[src/rtl/xbar_route_sequencer.sv]
// xbar_route_sequencer: upstream stage of the 4x4 lane crossbar.
// Queues route configurations (four 2-bit lane selects plus a beat count),
// accepts 4-lane input beats and registers each one into a single output
// stage stamped with the selects of the route entry that governs it, so the
// downstream crossbar always sees data_outN and selN aligned.
// Optional feature macro: XBAR_SEQ_PERF_EN adds the perf_stall_cnt port
// (saturating count of cycles with out_valid && !out_ready).
module xbar_route_sequencer #(
  parameter int BIT_WIDTH  = 16,
  parameter int FIFO_DEPTH = 4,
  parameter int CNT_W      = 8
) (
  input  logic                   clk,
  input  logic                   rst,
  input  logic                   cfg_valid,
  output logic                   cfg_ready,
  input  logic [7:0]             cfg_sel,
  input  logic [CNT_W-1:0]       cfg_count,
  input  logic                   in_valid,
  output logic                   in_ready,
  input  logic [BIT_WIDTH*4-1:0] in_data1,
  input  logic [BIT_WIDTH*4-1:0] in_data2,
  input  logic [BIT_WIDTH*4-1:0] in_data3,
  input  logic [BIT_WIDTH*4-1:0] in_data4,
  output logic                   out_valid,
  input  logic                   out_ready,
  output logic [BIT_WIDTH*4-1:0] data_out1,
  output logic [BIT_WIDTH*4-1:0] data_out2,
  output logic [BIT_WIDTH*4-1:0] data_out3,
  output logic [BIT_WIDTH*4-1:0] data_out4,
  output logic [1:0]             sel1,
  output logic [1:0]             sel2,
  output logic [1:0]             sel3,
  output logic [1:0]             sel4,
  output logic                   route_done,
  output logic                   busy
`ifdef XBAR_SEQ_PERF_EN
  ,
  output logic [31:0]            perf_stall_cnt
`endif
);

  localparam int LW = BIT_WIDTH * 4;
  localparam int AW = $clog2(FIFO_DEPTH);

  typedef enum logic {
    S_IDLE,
    S_STREAM
  } state_e;

  typedef struct packed {
    logic [7:0]       sel;
    logic [CNT_W-1:0] count;
  } route_t;

  // ---------------------------------------------------------------------------
  // Route configuration FIFO
  // ---------------------------------------------------------------------------
  route_t          fifo_mem [FIFO_DEPTH];
  logic [AW-1:0]   wr_ptr_q, wr_ptr_d;
  logic [AW-1:0]   rd_ptr_q, rd_ptr_d;
  logic [AW:0]     occ_q, occ_d;
  logic            fifo_full, fifo_empty;
  logic            push, pop;
  route_t          head;

  assign fifo_full  = (occ_q == (AW+1)'(FIFO_DEPTH));
  assign fifo_empty = (occ_q == '0);
  // Full refuses a push even when the same cycle pops: no pass-through.
  assign cfg_ready  = !fifo_full;
  assign push       = cfg_valid && !fifo_full;
  assign head       = fifo_mem[rd_ptr_q];

  // Entry storage write port.
  // NOTE: the storage array has no reset; only the pointers and occupancy do,
  // so a reset empties the queue without clearing (or building reset logic
  // for) every entry.
  always_ff @(posedge clk) begin
    if (push) begin
      fifo_mem[wr_ptr_q] <= '{sel: cfg_sel, count: cfg_count};
    end
  end

  // Pointer and occupancy next-state; pointers wrap naturally (power of 2).
  // NOTE: every always_comb output gets a default first so no path leaves a
  // signal unassigned, which would otherwise infer a latch.
  always_comb begin
    wr_ptr_d = wr_ptr_q;
    rd_ptr_d = rd_ptr_q;
    occ_d    = occ_q;
    if (push) wr_ptr_d = wr_ptr_q + AW'(1);
    if (pop)  rd_ptr_d = rd_ptr_q + AW'(1);
    case ({push, pop})
      2'b10:   occ_d = occ_q + (AW+1)'(1);
      2'b01:   occ_d = occ_q - (AW+1)'(1);
      default: occ_d = occ_q;
    endcase
  end

  // FIFO pointer registers.
  // NOTE: sequential state is updated with non-blocking assignments so every
  // register samples the pre-edge values of the others.
  always_ff @(posedge clk or posedge rst) begin
    if (rst) begin
      wr_ptr_q <= '0;
      rd_ptr_q <= '0;
      occ_q    <= '0;
    end else begin
      wr_ptr_q <= wr_ptr_d;
      rd_ptr_q <= rd_ptr_d;
      occ_q    <= occ_d;
    end
  end

  // ---------------------------------------------------------------------------
  // Route sequencing FSM
  // ---------------------------------------------------------------------------
  state_e           state_q, state_d;
  logic [7:0]       active_sel_q, active_sel_d;
  logic [CNT_W-1:0] remaining_q, remaining_d;
  logic             accept;
  logic             out_valid_q;

  // Next-state: load a route in IDLE, stream its beats, chain routes with no
  // bubble when the next entry is already queued.
  always_comb begin
    state_d      = state_q;
    active_sel_d = active_sel_q;
    remaining_d  = remaining_q;
    pop          = 1'b0;
    in_ready     = 1'b0;
    accept       = 1'b0;
    route_done   = 1'b0;
    case (state_q)
      S_IDLE: begin
        if (!fifo_empty) begin
          pop          = 1'b1;
          active_sel_d = head.sel;
          remaining_d  = head.count;
          // A zero-count entry is consumed without ever streaming.
          if (head.count != '0) state_d = S_STREAM;
        end
      end
      S_STREAM: begin
        in_ready = !out_valid_q || out_ready;
        accept   = in_valid && in_ready;
        if (accept) begin
          if (remaining_q != '0) remaining_d = remaining_q - CNT_W'(1);
          if (remaining_q == CNT_W'(1)) begin
            route_done = 1'b1;
            if (!fifo_empty) begin
              pop          = 1'b1;
              active_sel_d = head.sel;
              remaining_d  = head.count;
              if (head.count == '0) state_d = S_IDLE;
            end else begin
              state_d = S_IDLE;
            end
          end
        end
      end
      default: state_d = S_IDLE;
    endcase
  end

  // FSM state, active route selects and remaining beat count.
  always_ff @(posedge clk or posedge rst) begin
    if (rst) begin
      state_q      <= S_IDLE;
      active_sel_q <= '0;
      remaining_q  <= '0;
    end else begin
      state_q      <= state_d;
      active_sel_q <= active_sel_d;
      remaining_q  <= remaining_d;
    end
  end

  // ---------------------------------------------------------------------------
  // Output register
  // ---------------------------------------------------------------------------
  logic [LW-1:0] in_lanes [4];
  logic [LW-1:0] data_q   [4];
  logic [LW-1:0] data_d   [4];
  logic [7:0]    sel_q, sel_d;
  logic          out_valid_d;

  assign in_lanes[0] = in_data1;
  assign in_lanes[1] = in_data2;
  assign in_lanes[2] = in_data3;
  assign in_lanes[3] = in_data4;

  // Load on accept, drop valid once consumed, hold everything while stalled.
  always_comb begin
    data_d      = data_q;
    sel_d       = sel_q;
    out_valid_d = out_valid_q;
    if (accept) begin
      data_d      = in_lanes;
      sel_d       = active_sel_q;
      out_valid_d = 1'b1;
    end else if (out_ready) begin
      out_valid_d = 1'b0;
    end
  end

  // Output stage registers feeding the crossbar.
  always_ff @(posedge clk or posedge rst) begin
    if (rst) begin
      out_valid_q <= 1'b0;
      sel_q       <= '0;
      for (int i = 0; i < 4; i++) data_q[i] <= '0;
    end else begin
      out_valid_q <= out_valid_d;
      sel_q       <= sel_d;
      for (int i = 0; i < 4; i++) data_q[i] <= data_d[i];
    end
  end

  assign out_valid = out_valid_q;
  assign data_out1 = data_q[0];
  assign data_out2 = data_q[1];
  assign data_out3 = data_q[2];
  assign data_out4 = data_q[3];
  assign sel1      = sel_q[1:0];
  assign sel2      = sel_q[3:2];
  assign sel3      = sel_q[5:4];
  assign sel4      = sel_q[7:6];
  assign busy      = !fifo_empty || (state_q == S_STREAM) || out_valid_q;

`ifdef XBAR_SEQ_PERF_EN
  logic [31:0] stall_cnt_q;

  // Saturating count of cycles where a held beat is back-pressured.
  always_ff @(posedge clk or posedge rst) begin
    if (rst) begin
      stall_cnt_q <= '0;
    end else if (out_valid_q && !out_ready && (stall_cnt_q != '1)) begin
      stall_cnt_q <= stall_cnt_q + 32'd1;
    end
  end

  assign perf_stall_cnt = stall_cnt_q;
`endif

endmodule
[config.mk]
export PLATFORM = sky130hd
export DESIGN_NAME = xbar_route_sequencer
export DESIGN_NICKNAME = d
export VERILOG_FILES = /design/src/rtl/xbar_route_sequencer.sv
export SDC_FILE = /design/constraint.sdc
export NUM_CORES = 1
export LEC_CHECK = 0
export BUFFER_PORTS_ARGS = -buffer_cell sky130_fd_sc_hd__clkbuf_2
export CORE_AREA = 2 2 213 215
export CTS_CLUSTER_DIAMETER = 120
export CTS_CLUSTER_SIZE = 12
export DETAILED_ROUTE_END_ITERATION = 8
export DIE_AREA = 0 0 215 217
export GPL_TIMING_DRIVEN = 0
export REMOVE_ABC_BUFFERS = 1
export SLEW_MARGIN = 20
export SYNTH_ARGS = -nofsm -noshare
export SYNTH_HDL_FRONTEND = slang
export SYNTH_SLANG_ARGS = --single-unit
[constraint.sdc]
create_clock -name clk -period 9.8 [get_ports clk]
set_input_delay 1.96 -clock clk [delete_from_list [all_inputs] [get_ports clk]]
set_output_delay 1.96 -clock clk [all_outputs]
set_load 0.05 [all_outputs]
## After elaboration in Yosys (flattened, before gate mapping)

Memory sizes are Yosys's and may differ from the RTL's.
Index checks and enable logic that the tools add are counted.

- Add/subtract/negate cells: 5
- Eq/ne operators: 7
- Mux-type cells: 31
- Bitwise logic cells: 1
- Reductions and logical operators: 16

Operator list:

| cell | count |
|---|---|
| $mux 8 | 8 |
| $pmux 8 s2 | 2 |
| $mux 1 | 18 |
| $reduce_bool 8->1 | 2 |
| $eq 8x1->1 const B | 1 |
| $logic_not 8->1 | 1 |
| $sub 8x1->8 const B | 1 |
| $pmux 3 s2 | 1 |
| $add 2x1->2 const B | 2 |
| $ne 2x1->1 const B | 2 |
| $pmux 1 s2 | 2 |
| $reduce_and 2->1 | 2 |
| $reduce_bool 2->1 | 2 |
| $add 3x1->3 const B | 1 |
| $eq 3x3->1 const B | 1 |
| $logic_not 1->1 | 3 |
| $logic_not 3->1 | 1 |
| $logic_or 1x1->1 | 3 |
| $sub 3x1->3 const B | 1 |
| $eq 2x1->1 const B | 1 |
| $eq 2x2->1 const B | 1 |
| $logic_and 1x1->1 | 2 |
| $ne 2x2->1 const B | 1 |
| $not 1->1 | 1 |

- Register bits after elaboration: 289
- RAM bits: 64
- Input bits: 277
- Output and inout bits: 269
- Memories kept: 1

Memory list:

| name | words | bits a word | read ports | clocked after memory_dff | write ports | line | text |
|---|---|---|---|---|---|---|---|
| fifo_mem | 4 | 16 | 1 | 0 | 1 | 59 | `route_t fifo_mem [FIFO_DEPTH];` |

## Logic depth before layout (Yosys ltp)

Gate-level depths: netlist (run 1).

- Depth after elaboration: 7
- Mapped depth: 12
- Mapped depth without buffers: 11

## Least setup slack after synthesis (run 1)

No wires, ideal clock.

- Path kind: input to output
- From: input out_ready
- To: output route_done
- Data arrival time: 3.061 ns
- Setup slack: 4.779 ns
- Stages on the path: 5
- Cell sequence: nand2b_1 -> and3_1 -> buf_2 -> clkbuf_1 -> and3_2

- Cells in the longest elaborated chain, start to end: 4

Ends and longest elaborated chain:

| item | line | text |
|---|---|---|
| from (decl) | 26 | `input logic out_ready,` |
| $logic_or 1x1->1 | 145 | `in_ready = !out_valid_q \|\| out_ready;` |
| $logic_and 1x1->1 | 146 | `accept = in_valid && in_ready;` |
| $mux 1 | 147 | `if (accept) begin` |
| $mux 1 | 134 | `case (state_q)` |
| to (decl) | 35 | `output logic route_done,` |

Every way passes these cells.

## Worst setup path in the final report (run 1)

Same ends and word-level chain as after synthesis.

==> results of run 1 <==
-- cells by family after synthesis --
logic type               count (synthesis)  synth area share
AO/OA/AOI/OAI                           31            0.0170
XOR/XNOR                                 6           0.00443
adder cells (fa/ha/maj)                  9           0.00887
buffers and inverters                   76            0.0224
flip-flops                             353             0.676
multiplexers                            25            0.0343
AND/OR/NAND/NOR                        834             0.237
-- cells in the mapped netlist, drive strengths merged, types with 2 or more instances --
cell | count | area [sq um]
nand2 | 801 | 3010
dfrtp | 289 | 7230
edfxtp | 64 | 1920
clkbuf | 53 | 199
mux4 | 16 | 360
buf | 12 | 63.8
inv | 11 | 41.3
ha | 8 | 100
mux2 | 8 | 93.8
o21ai | 8 | 40.0
and3 | 6 | 38.8
nand3 | 5 | 25.0
nor2 | 5 | 18.8
a21boi | 4 | 30.0
a21oi | 4 | 31.3
nor4 | 4 | 31.3
a21o | 3 | 23.8
nor3 | 3 | 15.0
xnor2 | 3 | 33.8
xor2 | 3 | 26.3
a221o | 2 | 21.3
a22oi | 2 | 15.0
a2bb2oi | 2 | 17.5
and2 | 2 | 12.5
nand4 | 2 | 18.8
o221ai | 2 | 17.5
or3 | 2 | 12.5
-- layout make-up --
| type | instances | area [sq um] |
|---|---|---|
| Fill cell | 4438 | 26600 |
| Sequential cell | 353 | 9160 |
| Multi-Input combinational cell | 905 | 4110 |
| Timing Repair Buffer | 557 | 3030 |
| Clock buffer | 46 | 960 |
| Tap cell | 600 | 751 |
| Inverter | 11 | 48.8 |
| Clock inverter | 1 | 8.76 |
| Antenna cell | 2 | 5.00 |
-- per-layer routing --
layer  vias to the layer above  track usage  routed length, microns
li1                       5231            -                       -
met1                      5151        0.207                   16000
met2                       360        0.262                   18300
met3                        68       0.0457                    3020
met4                         4       0.0591                    1020
met5                         -            0                      27
-- registers in the layout, summed over array words and instances, names as in the netlist, 2 cells and up --
register	count
data_out1	64
data_out2	64
data_out3	64
data_out4	64
fifo_mem	64
active_sel_q	8
remaining_q	8
sel_q	8
occ_q	3
rd_ptr_q	2
wr_ptr_q	2
-- worst reg2reg max path: cells and delay by family (launching register included) --
kind | cells | cell delay (ns)
fa+ha+maj | 3 | 0.84
compound gates | 1 | 0.60
simple gates | 3 | 0.68
flops | 1 | 0.40
xor+xnor | 2 | 0.30
buf+inv | 2 | 0.19
-- through the flow --
stage	instances	util	area (sq um)
after floorplan	1269	-	13300
after global placement	2414	0.375	16800
after detailed placement	2426	0.382	17100
after CTS	2473	0.404	18100
after global routing	2474	0.404	18100
final	2475	0.404	18100
-- path summary, 6_finish.rpt --
kind | startpoint | to | slack (ns) | depth (start not counted)
max | out_ready | route_done | 4.29 | 6
min | active_sel_q[1] | sel_q[1] | 0.46 | 2
max reg2reg | remaining_q[1] | occ_q[2] | 6.72 | 11
min reg2reg | active_sel_q[1] | sel_q[1] | 0.46 | 2
max in group asynchronous | rst | data_out3[42] | 7.27 | 4
min in group asynchronous | rst | data_out3[59] | 1.43 | 2
-- report_power, final --
part | total [W] | switching [W] | internal (W)
combinational | 0.00117 | 0.000900 | 0.000270
sequential | 0.00184 | 0.000115 | 0.00172
clock | 0.00122 | 0.000543 | 0.000679
==> results.md, run 1 <==
- Final Setup Violations: 0
- Overall power after layout: ~0.0042 W
- Synth Register Bits: approximately 350
- Worst hold slack: approximately 0.46 ns
- Wire length of the first global-routing pass: about 60000 microns
- Summed instance area of the synthesized netlist: between 10000 and 15000 sq um
- Critical setup path kind: input pin to output port
- Aggregate routed wire length: 38400 microns
- Post-Place Setup Slack: between 4 and 5 ns
- Count of port buffers added during placement: around 550
- Share of flip-flops with an asynchronous set or reset after synthesis: 0.819
- Final clock period utilization by the worst path: 0.562
- Fraction of the yosys area taken by sequential cells: 0.676
- Hold violation count in the final report: 0
- Worst slew pin tran: roughly 0.9 ns
- Count of standard-cell rows: between 70 and 80
- Setup bufs post-CTS: 0
- Post_cts resized: 0
- Area of the core region: 44700 sq um
- Slowest stage cell, crit path: sky130_fd_sc_hd__and3_4
- Last weighted congestion value of the routability-driven placer: 0.817
- Maximum number of pins on one net before global-route repair: ~100
- Worst hold path class: flip-flop to flip-flop
- Crit. End Element: output port
- Via count: roughly 11k
- Maximum clock rate: between 0.15 and 0.2 GHz
- Deepest level of the CTS H-tree: 2
- Arrival @ worst endpoint: approximately 3.6 ns
- Setup repair after global routing missed its margin: false
- Max rail drop VDD: 150 uV
- Share of cells above drive strength 1: 0.338
- GR Util All Layers: 0.162
- Number of buffers and inverters on the critical path: 3
- Average wire per cell in the routed design: 15.5 microns
- Setup ws final: between 4 and 5 ns
- Leakage power: slightly below 10 nW
- Top flip-flop cell by instance count after synthesis: sky130_fd_sc_hd__dfrtp_1
- Synth Instances: 1334
- Total negative slack: 0 ns
- Number of synthesized flops with an enable pin: 64
- CTS root buffer: sky130_fd_sc_hd__clkbuf_16
- Total DRC errors in the routed layout: 0
- Most numerous cell on the critical path: sky130_fd_sc_hd__clkbuf_2
- Post-cts hold buffer count: 0
- Critical path's largest stage delay: about 0.47 ns
- Clk Latency, worst-skew pair: approximately 0.53 ns
- Cells along the critical path: clkbuf_2 -> nand2b_1 -> and3_4 -> buf_16 -> and3_2 -> clkbuf_2
- Max-capacitance violation count: 0
- Vias/cell: 4.37
- TritonRoute pass-1 iters: 4
- Power per cell area: ~230 nW/um^2
- Initial antenna violation count: 4
- Number of clock sinks seen by CTS: around 350
- Synth cell types: between 40 and 50
- Kind of cell adding the most delay to the critical path: simple AND/OR/NAND/NOR gates
- DRT antenna net count: 0
- Outcome: complete, no violations
- Vertical die dimension: between 200 and 250 microns
- Register clock-pin slew on the reported worst setup and hold paths: approximately 0.060 ns
- Die X-Extent: roughly 220 microns
- Critical Path Source Type: input pin
- Floorplan die area: 46700 sq um
- Commonest non-fill, non-tap cell in the layout: sky130_fd_sc_hd__nand2_1
- Required arrival time at the worst endpoint: approximately 7.8 ns
- CTS Buffer Depth: 3
- Syn-to-layout area delta: 33.3%
- Overall overflow remaining after global route: 0
- Initial Utilization: 0.303
- Max-slew violation total from the final report: 0
- Maximum net fanout on the critical path: 57
- NumNets Final: between 2k and 2.5k
- Sum of net half-perimeters after detailed placement: 28000 microns
- Syn_area_per_cell: roughly 10 sq um
- TritonCTS Buffers: 35
- Commonest cells after routing, fill and taps aside: 800 x sky130_fd_sc_hd__nand2_1, 545 x sky130_fd_sc_hd__clkbuf_2, 288 x sky130_fd_sc_hd__dfrtp_1
- Layout Skew: around 0.018 ns
- Shortest clock period the worst path allows after layout: about 5.5 ns
- Synth warn: 0
- TritonCTS clock tree: built
- Total I/O pin count: 546
- Slew margin rel.: 0.410
- Initial detailed-routing violation count: between 600 and 700
- Number of global-route vias before repair: 10.6k
Power figures use the tool's default switching activity.
==> run 2, diff against run 1 <==
--- a/config.mk
+++ b/config.mk
@@ -6,11 +6,11 @@
 export NUM_CORES = 1
 export LEC_CHECK = 0
 export BUFFER_PORTS_ARGS = -buffer_cell sky130_fd_sc_hd__clkbuf_2
-export CORE_AREA = 2 2 213 215
+export CORE_AREA = 2 2 210 212
 export CTS_CLUSTER_DIAMETER = 120
 export CTS_CLUSTER_SIZE = 12
 export DETAILED_ROUTE_END_ITERATION = 8
-export DIE_AREA = 0 0 215 217
+export DIE_AREA = 0 0 212 214
 export GPL_TIMING_DRIVEN = 0
 export REMOVE_ABC_BUFFERS = 1
 export SLEW_MARGIN = 20
==> constraint.sdc (replaced) <==
create_clock -name clk -period 5.3 [get_ports clk]
set_input_delay 1.06 -clock clk [delete_from_list [all_inputs] [get_ports clk]]
set_output_delay 1.06 -clock clk [all_outputs]
set_load 0.05 [all_outputs]
==> run 2 against run 1 <==
Utilization is 1.6 points higher. Combinational power is 85% higher. Register-to-register slack worse by 4.5 ns. Critical path depth stayed put. Clock skew is 0.0016 ns lower. Power is 85% higher. Via count hardly changed. Clock power is 84% higher. Sequential cell count stayed put. Global-route usage is 1.1 points higher. Routed wire length is 2.8% higher. First-iteration DRC count is 22% higher.
==> results.md, run 2 (same netlist as run 1, synthesis figures left out) <==
- Outcome: complete, no violations (unchanged)
- Footprint of the multi-input gates: 4110 sq um (unchanged)
- Vertical die dimension: 214 microns (was 217 microns)
- GR Util All Layers: 0.172 (was 0.162)
- Setup ws final: 1.57 ns (was 4.29 ns)
- Number of buffers and inverters on the critical path: 3 (unchanged)
- Register clock-pin slew on the reported worst setup and hold paths: 0.06 ns (about the same)
- Most numerous cell on the critical path: sky130_fd_sc_hd__clkbuf_2 (unchanged)
- Post-cts hold buffer count: 0 (unchanged)
- Max-slew violation total from the final report: 0 (unchanged)
- Critical path endpoint: route_done (unchanged)
- Max rail drop VDD: 231 uV (was 150 uV)
- Total negative slack: 0 ns (unchanged)
- Kind of cell adding the most delay to the critical path: simple AND/OR/NAND/NOR gates (unchanged)
- Count of standard-cell rows: 76 (was 78)
- Commonest cells after routing, fill and taps aside: 800 x sky130_fd_sc_hd__nand2_1, 545 x sky130_fd_sc_hd__clkbuf_2, 288 x sky130_fd_sc_hd__dfrtp_1 (unchanged)
- NumNets Final: 2148 (was 2149)
- Overall overflow remaining after global route: 0 (unchanged)
- Number of clock sinks seen by CTS: 353 (unchanged)
- Via count: 10.8k (about the same)
- TritonCTS Buffers: 35 (unchanged)
- Shortest clock period the worst path allows after layout: approximately 3.7 ns
- Aggregate routed wire length: 39500 microns (was 38400 microns)
- Worst slew pin tran: 0.891 ns (was 0.885 ns)
- Last weighted congestion value of the routability-driven placer: 0.860 (was 0.817)
- Total DRC errors in the routed layout: 0 (unchanged)
- Storage element area: 9160 sq um (unchanged)
- Area of all placed cells without fillers: 18000 sq um (was 18100 sq um)
- Total I/O pin count: 546 (unchanged)
- Vias/cell: 4.39 (was 4.37)
- DRT antenna net count: 0 (unchanged)
- Commonest non-fill, non-tap cell in the layout: sky130_fd_sc_hd__nand2_1 (unchanged)
- Initial detailed-routing violation count: 827 (was 679)
- Cell area after placement: 17100 sq um (about the same)
- Arrival @ worst endpoint: 2.67 ns (was 3.55 ns)
- Area of the core region: 42900 sq um (was 44700 sq um)
- Worst hold path class: flip-flop to flip-flop (unchanged)
- Die X-Extent: 212 microns (was 215 microns)
- Layout Skew: 0.0162 ns (was 0.0178 ns)
- Launch point of the worst path: out_ready (unchanged)
- Final clock period utilization by the worst path: 0.703
- Initial Utilization: 0.316 (was 0.303)
- Start of the worst register-to-register path: remaining_q[1] (unchanged)
- Maximum net fanout on the critical path: 55 (was 57)
- Power per cell area: 434 nW/um^2 (was 234 nW/um^2)
- Required arrival time at the worst endpoint: 4.24 ns (was 7.84 ns)
- Sum of net half-perimeters after detailed placement: 29100 microns (was 28000 microns)
- Critical setup path kind: input pin to output port (unchanged)
- Deepest level of the CTS H-tree: 2 (unchanged)
- Maximum number of pins on one net before global-route repair: 101 (unchanged)
- Setup repair after global routing missed its margin: false (unchanged)
- Post_cts resized: 0 (unchanged)
- Reg2reg setup slack: 2.25 ns (was 6.72 ns)
- Final Setup Violations: 0 (unchanged)
- Slew margin rel.: 0.406 (was 0.410)
- Cells along the critical path: clkbuf_2 -> nand2b_1 -> and3_4 -> buf_16 -> and3_2 -> clkbuf_2 (unchanged)
- Maximum clock rate: 0.268 GHz
- Syn-to-layout area delta: 33.1% (was 33.3%)
- Max-capacitance violation count: 0 (unchanged)
- Wire length of the first global-routing pass: 61200 microns (was 59700 microns)
- Share of cells above drive strength 1: 0.338 (about the same)
- Critical Path Source Type: input pin (unchanged)
- CTS root buffer: sky130_fd_sc_hd__clkbuf_16 (unchanged)
- Fillers: 4240 (was 4438)
- Post-Place Setup Slack: 1.54 ns (was 4.28 ns)
- TritonRoute pass-1 iters: 5 (was 4)
- Floorplan die area: 45400 sq um (was 46700 sq um)
- Hold violation count in the final report: 0 (unchanged)
- Setup bufs post-CTS: 0 (unchanged)
- Average wire per cell in the routed design: 16.1 microns (was 15.5 microns)
- Critical path's largest stage delay: 0.49 ns (was 0.47 ns)
- Number of global-route vias before repair: 10.8k (was 10.6k)
- Count of port buffers added during placement: 545 (unchanged)
- Endpoint of the worst register-to-register path: occ_q[2] (unchanged)
- CTS Buffer Depth: 3 (unchanged)
- Slowest stage cell, crit path: sky130_fd_sc_hd__and3_4 (unchanged)
- Logic depth of the worst register-to-register path: 11 (unchanged)
- Critical Path Stages: 6 (unchanged)
- Leakage power: 9.75 nW (was 9.76 nW)
- Clk Latency, worst-skew pair: 0.53 ns (about the same)
- Initial antenna violation count: 4 (unchanged)
- TritonCTS clock tree: built (unchanged)
- Overall power after layout: 0.00782 W (was 0.00423 W)
- Crit. End Element: output port (unchanged)
-- run 2: cell types whose count changed in the layout (fill, tap and decap cells not counted), sizes merged --
| cell | before | now |
|---|---|---|
| buf | 12 | 11 |
| diode | 2 | 3 |
| clkbuf | 591 | 590 |
-- run 2: layer usage --
| metal | up-vias | share of wire | wire length, microns | track usage |
|---|---|---|---|---|
| met1 | 5121 | 0.40 | 15700 | 0.208 |
| met5 | - | 0.00033 | 13 | 0 |
| met3 | 55 | 0.082 | 3230 | 0.0490 |
| met4 | 2 | 0.018 | 726 | 0.0542 |
| li1 | 5241 | - | - | - |
| met2 | 386 | 0.50 | 19800 | 0.296 |
-- run 2: power breakdown --
part           internal (W)  total (W)  switching (W)
clock               0.00125    0.00225       0.000994
combinational      0.000497    0.00217        0.00167
sequential          0.00319    0.00340       0.000216
-- run 2: through the flow --
| step | util | hold WS (ns) | instances |
|---|---|---|---|
| final | 0.420 | 0.469 | 2459 |
| after global routing | 0.420 | 0.492 | 2459 |
| after CTS | 0.420 | 0.473 | 2456 |
| after detailed placement | 0.398 | 0.455 | 2410 |
| after global placement | 0.390 | 0.445 | 2399 |
| after floorplan | - | 0.435 | 1269 |
-- run 2: worst min-delay path by stage --
stage / to / slack, ns / startpoint / depth (start not counted)
5_1_grt: data_out2[13] / 0.49 / data_out2[13] / 2
2_1_floorplan: sel_q[0] / 0.43 / active_sel_q[0] / 2
4_1_cts: sel_q[6] / 0.47 / active_sel_q[6] / 2
3_3_place_gp: sel_q[0] / 0.44 / active_sel_q[0] / 2
6_report: sel_q[5] / 0.47 / active_sel_q[5] / 2
3_5_place_dp: sel_q[5] / 0.46 / active_sel_q[5] / 2
-- run 2: worst reg2reg max path, stage by stage, from the launching register on --
cell,delay (ns)
sky130_fd_sc_hd__dfrtp_1,0.40
sky130_fd_sc_hd__inv_1,0.12
sky130_fd_sc_hd__ha_1,0.17
sky130_fd_sc_hd__nor3b_2,0.34
sky130_fd_sc_hd__nand4_2,0.19
sky130_fd_sc_hd__a21oi_4,0.61
sky130_fd_sc_hd__ha_1,0.31
sky130_fd_sc_hd__inv_1,0.06
sky130_fd_sc_hd__fa_1,0.37
sky130_fd_sc_hd__xor2_1,0.15
sky130_fd_sc_hd__nor2_1,0.11
sky130_fd_sc_hd__xor2_1,0.14
-- run 2: layout make-up --
cell class / count / share of cell area
Sequential cell: 353 / 0.508
Tap cell: 585 / 0.0406
Multi-Input combinational cell: 905 / 0.228
Antenna cell: 3 / 0.000416
Clock inverter: 1 / 0.000486
Clock buffer: 45 / 0.0530
Inverter: 11 / 0.00271
Timing Repair Buffer: 556 / 0.167
